File: src/rtl/route_demux4.sv
// route_demux4: steers one valid/ready producer stream to four consumer channels.
// Each channel owns a small FIFO, so a stalled consumer only blocks words for it.
//
// Ports:
//   clk, rst            clock and synchronous active-high reset
//   in_valid/in_ready   producer handshake; in_sel picks the destination channel
//   in_data             word to route
//   outK_data           head entry of channel K FIFO (K = 0..3)
//   out_valid[K]        channel K FIFO is non-empty
//   out_ready[K]        consumer K takes the head word this cycle
//   occK                current entry count of channel K
module route_demux4 #(
  parameter int unsigned WIDTH = 32,
  parameter int unsigned DEPTH = 2,
  parameter int unsigned CNTW  = 2
) (
  input  logic             clk,
  input  logic             rst,
  input  logic             in_valid,
  input  logic [1:0]       in_sel,
  input  logic [WIDTH-1:0] in_data,
  output logic             in_ready,
  output logic [WIDTH-1:0] out0_data,
  output logic [WIDTH-1:0] out1_data,
  output logic [WIDTH-1:0] out2_data,
  output logic [WIDTH-1:0] out3_data,
  output logic [3:0]       out_valid,
  input  logic [3:0]       out_ready,
  output logic [CNTW-1:0]  occ0,
  output logic [CNTW-1:0]  occ1,
  output logic [CNTW-1:0]  occ2,
  output logic [CNTW-1:0]  occ3
);

  localparam int unsigned NCH = 4;
  localparam int unsigned PW  = (DEPTH > 1) ? $clog2(DEPTH) : 1;

  logic [WIDTH-1:0] mem    [NCH][DEPTH];
  logic [PW-1:0]    wr_ptr [NCH];
  logic [PW-1:0]    rd_ptr [NCH];
  logic [CNTW-1:0]  count  [NCH];
  logic [NCH-1:0]   push;
  logic [NCH-1:0]   pop;

  // Ready looks only at the selected channel's count, never at out_ready,
  // so there is no combinational path from any consumer back to the producer.
  assign in_ready = (count[in_sel] != CNTW'(DEPTH));

  // Per-channel push/pop strobes.
  always_comb begin
    push = '0;
    pop  = '0;
    for (int k = 0; k < NCH; k++) begin
      push[k] = in_valid && in_ready && (in_sel == 2'(k));
      pop[k]  = out_valid[k] && out_ready[k];
    end
  end

  // FIFO storage, pointers and counts; reset clears storage too so heads read 0.
  always_ff @(posedge clk) begin
    if (rst) begin
      for (int k = 0; k < NCH; k++) begin
        wr_ptr[k] <= '0;
        rd_ptr[k] <= '0;
        count[k]  <= '0;
        for (int d = 0; d < DEPTH; d++) begin
          mem[k][d] <= '0;
        end
      end
    end else begin
      for (int k = 0; k < NCH; k++) begin
        if (push[k]) begin
          mem[k][wr_ptr[k]] <= in_data;
          wr_ptr[k]         <= wr_ptr[k] + PW'(1);
        end
        if (pop[k]) begin
          rd_ptr[k] <= rd_ptr[k] + PW'(1);
        end
        count[k] <= count[k] + CNTW'(push[k]) - CNTW'(pop[k]);
      end
    end
  end

  // Head word and status per channel, all taken straight from registers.
  always_comb begin
    for (int k = 0; k < NCH; k++) begin
      out_valid[k] = (count[k] != '0);
    end
  end

  assign out0_data = mem[0][rd_ptr[0]];
  assign out1_data = mem[1][rd_ptr[1]];
  assign out2_data = mem[2][rd_ptr[2]];
  assign out3_data = mem[3][rd_ptr[3]];

  assign occ0 = count[0];
  assign occ1 = count[1];
  assign occ2 = count[2];
  assign occ3 = count[3];

endmodule
File: config.mk
export PLATFORM = sky130hd
export DESIGN_NAME = route_demux4
export DESIGN_NICKNAME = d
export VERILOG_FILES = /design/src/rtl/route_demux4.sv
export SDC_FILE = /design/constraint.sdc
export NUM_CORES = 1
export LEC_CHECK = 0
export BUFFER_PORTS_ARGS = -buffer_cell sky130_fd_sc_hd__buf_2
export CAP_MARGIN = 20
export CELL_PAD_IN_SITES_DETAIL_PLACEMENT = 1
export CELL_PAD_IN_SITES_GLOBAL_PLACEMENT = 2
export CORE_UTILIZATION = 41
export DETAILED_ROUTE_END_ITERATION = 7
export GPL_ROUTABILITY_DRIVEN = 1
export PLACE_DENSITY = 0.95
export SYNTH_ARGS = -nofsm -noshare
export SYNTH_HDL_FRONTEND = slang
export SYNTH_SLANG_ARGS = --single-unit
File: constraint.sdc
create_clock -name clk -period 7.3 [get_ports clk]
set_input_delay 1.46 -clock clk [delete_from_list [all_inputs] [get_ports clk]]
set_output_delay 1.46 -clock clk [all_outputs]
set_load 0.01 [all_outputs]
==> out/qor.yml <==
global_routing:
  antenna_found_initial: 1
  track_usage_pct: 21.1
  grt_pass1_vias: 7876
  grt_pass1_wl_um: 46100
  grt_max_degree: 106
  gr-total-overflow: 0
setup_path:
  worstSetupStartpoint: "in_sel[1]"
  worstPathArrival_ns: 2.56
  cp.buffers_inverters: 3
  crit_required_ns: 5.84
  r2r_cells: 4
  worstSetupEndpointType: "primary output"
  crit_top_cell: "buf_2"
  max_stage_delay_ns: 0.37
  path_depth: 6
  cp_cell_sequence: "buf_2 > and2_1 > a22oi_2 > buf_4 > o21ai_1 > buf_2"
  cp_top_family: "buffers and inverters"
  slowest_stage: "buf_4"
  worstSetupPathType: "in -> out"
  r2r_start: "count[0][1]"
  crit_fanout: 33
  start_kind: "input port"
cells_and_area:
  diodes: 0
  design_area_um2: 13900
  area_growth_syn_to_layout_pct: 19.6
  layout-drive-gt1-share_pct: 35.4
  final_core_util_pct: 50.1
  fillCellCount: 2869
  final_common_cell: "buf_2"
  mostFrequentLayoutCells: "buf_2 (181), edfxtp_1 (168), nand2_1 (139)"
  nNetsFinal: 1126
sta:
  finalCritPeriodShare_pct: 55.0
  tns_ns: 0
  worstMarginPinSlew_ns: 1.10
  report.final.setup_viol: 0
  rsz0062_at_grt: "no"
  holdWs_ns: 0.455
  relSlewSlack_pct: 26.8
  period_needed_ns: 4.02
  fmax_mhz: 249
  clock_skew_ns: 0.00929
  hold_viol_final: 0
  maxSlewViolCount: 0
clocking:
  htreeDepth: 1
  numCtsBuffers: 28
  cts_setup_buffers: 0
  clockBufferDepth: 3
  insertion_delay_ns: 0.54
  post_cts_resized: 0
  clock-root-buffer: "clkbuf_16"
  cts_hold_buffers: 0
  clk_pin_slew_worst_paths_ns: 0.06
  cts_tree: "yes"
  clock-sinks: 272
drt:
  via_per_inst: 5.09
  wl_per_cell_um: 20.8
  drt_first_pass_iters: 4
  routed_wl_um: 30800
  ant_nets: 0
  vias: 7522
  drc_errors: 0
  drtIter0Drc: 353
synthesis:
  ys_seq_area_share_pct: 61.1
  synth_area_leaders: "edfxtp_1 (43%), dfxtp_1 (18%), mux2_2 (13%)"
  ys_ff_latch: 272
  syn_inst: 907
  postSynthAreaPerCell_um2: 12.9
  synthFlopType: "edfxtp_1"
  synth.top_cell.area_share_pct: 43.3
  synth_top_cell_by_area: "edfxtp_1"
  synth.distinct_cells: 30
  synthArstFlopShare_pct: 0
  ys.warnings.count: 0
  syn_nets: 956
  synth_edf_count: 168
  syn_area_um2: 11700
place:
  port_buffers: 181
  dp_hpwl_um: 20600
  place_congestion: 0.751
  dpl_cell_area_um2: 13000
power:
  peakVddDrop_mv: 0.148
  power.leakage_nw: 6.01
  p_per_area_nw_per_um2: 288
die:
  coreArea_um2: 27900
  start_util_pct: 41.8
  die_h_um: 171
  die_w_um: 171
  die_area_um2: 29100
  rows: 61
  io_pins: 182
hold_path:
  whs_path_depth: 2
  hp-start: "mem[0][203]"
  hp-class: "reg -> reg"
job:
  cap_viol_max_count: 0
status:
  status: "completed"
## state kept, by name, summed over array words and instances (netlist names)
name	flops
wr_ptr	4
rd_ptr	4
mem	256
count	8
## cells in the mapped netlist (all sizes together), types with 12 or more instances
cell type and instances:
edfxtp 168, mux2 160, nand2 139, dfxtp 104, and2 69, mux2i 65, clkbuf 46, nor2b 40
a21oi 32, inv 15, buf 12, nor3 12
## routing by layer
layer  track usage, %  vias up  part of all wire (%)
met3             3.98       40                   5.2
met1             25.4     3794                    41
met2             38.2      177                    51
li1                 -     3509                     -
met5                0        -                 0.036
met4             5.41        2                   1.9
## cell type report
type / instances / area, µm² / share of cell area (%)
Inverter: 16 / 61.3 / 0.440
Timing Repair Buffer: 198 / 1070 / 7.68
Sequential cell: 272 / 7130 / 51.1
Tap cell: 378 / 473 / 3.39
Multi-Input combinational cell: 561 / 4270 / 30.6
Clock inverter: 12 / 136 / 0.978
Clock buffer: 40 / 807 / 5.79
## cells by family (layout without fill, tap and decap cells)
| kind of cell | count (synthesis) | in the layout | synth area share [%] |
|---|---|---|---|
| AO/OA/AOI/OAI | 39 | 39 | 1.74 |
| XOR/XNOR | 4 | 4 | 0.300 |
| adder cells (fa/ha/maj) | 8 | 8 | 0.859 |
| buffers and inverters | 74 | 266 | 2.53 |
| flip-flops | 272 | 272 | 61.1 |
| multiplexers | 225 | 225 | 21.0 |
| AND/OR/NAND/NOR | 285 | 285 | 12.4 |
## metrics by stage
stage / total power [mW] / setup slack, ns / instances
2_1_floorplan: 2.29 / 2.57 / 907
3_3_place_gp: 2.56 / 3.16 / 1422
3_5_place_dp: 2.59 / 3.28 / 1423
4_1_cts: 4.05 / 3.28 / 1475
5_1_grt: 4.17 / 3.23 / 1477
6_report: 4.01 / 3.28 / 1477
## power by group
group,total (mW),internal (mW),switching (mW)
combinational,0.766,0.319,0.446
clock,1.45,0.872,0.582
sequential,1.79,1.75,0.0486
## worst paths after layout
check	end	slack [ns]
max	in_ready	3.28
min	mem[0][203]	0.46
max reg2reg	mem[0][54]	5.03
min reg2reg	mem[0][203]	0.46
## worst min-delay path: cells and delay by family (launching register included)
| family | cells | cell delay [ns] |
|---|---|---|
| flip-flops | 1 | 0.30 |
| multiplexers | 1 | 0.05 |
| AND/OR/NAND/NOR | 1 | 0.05 |
No activity file was read; power rests on OpenSTA's default activity.
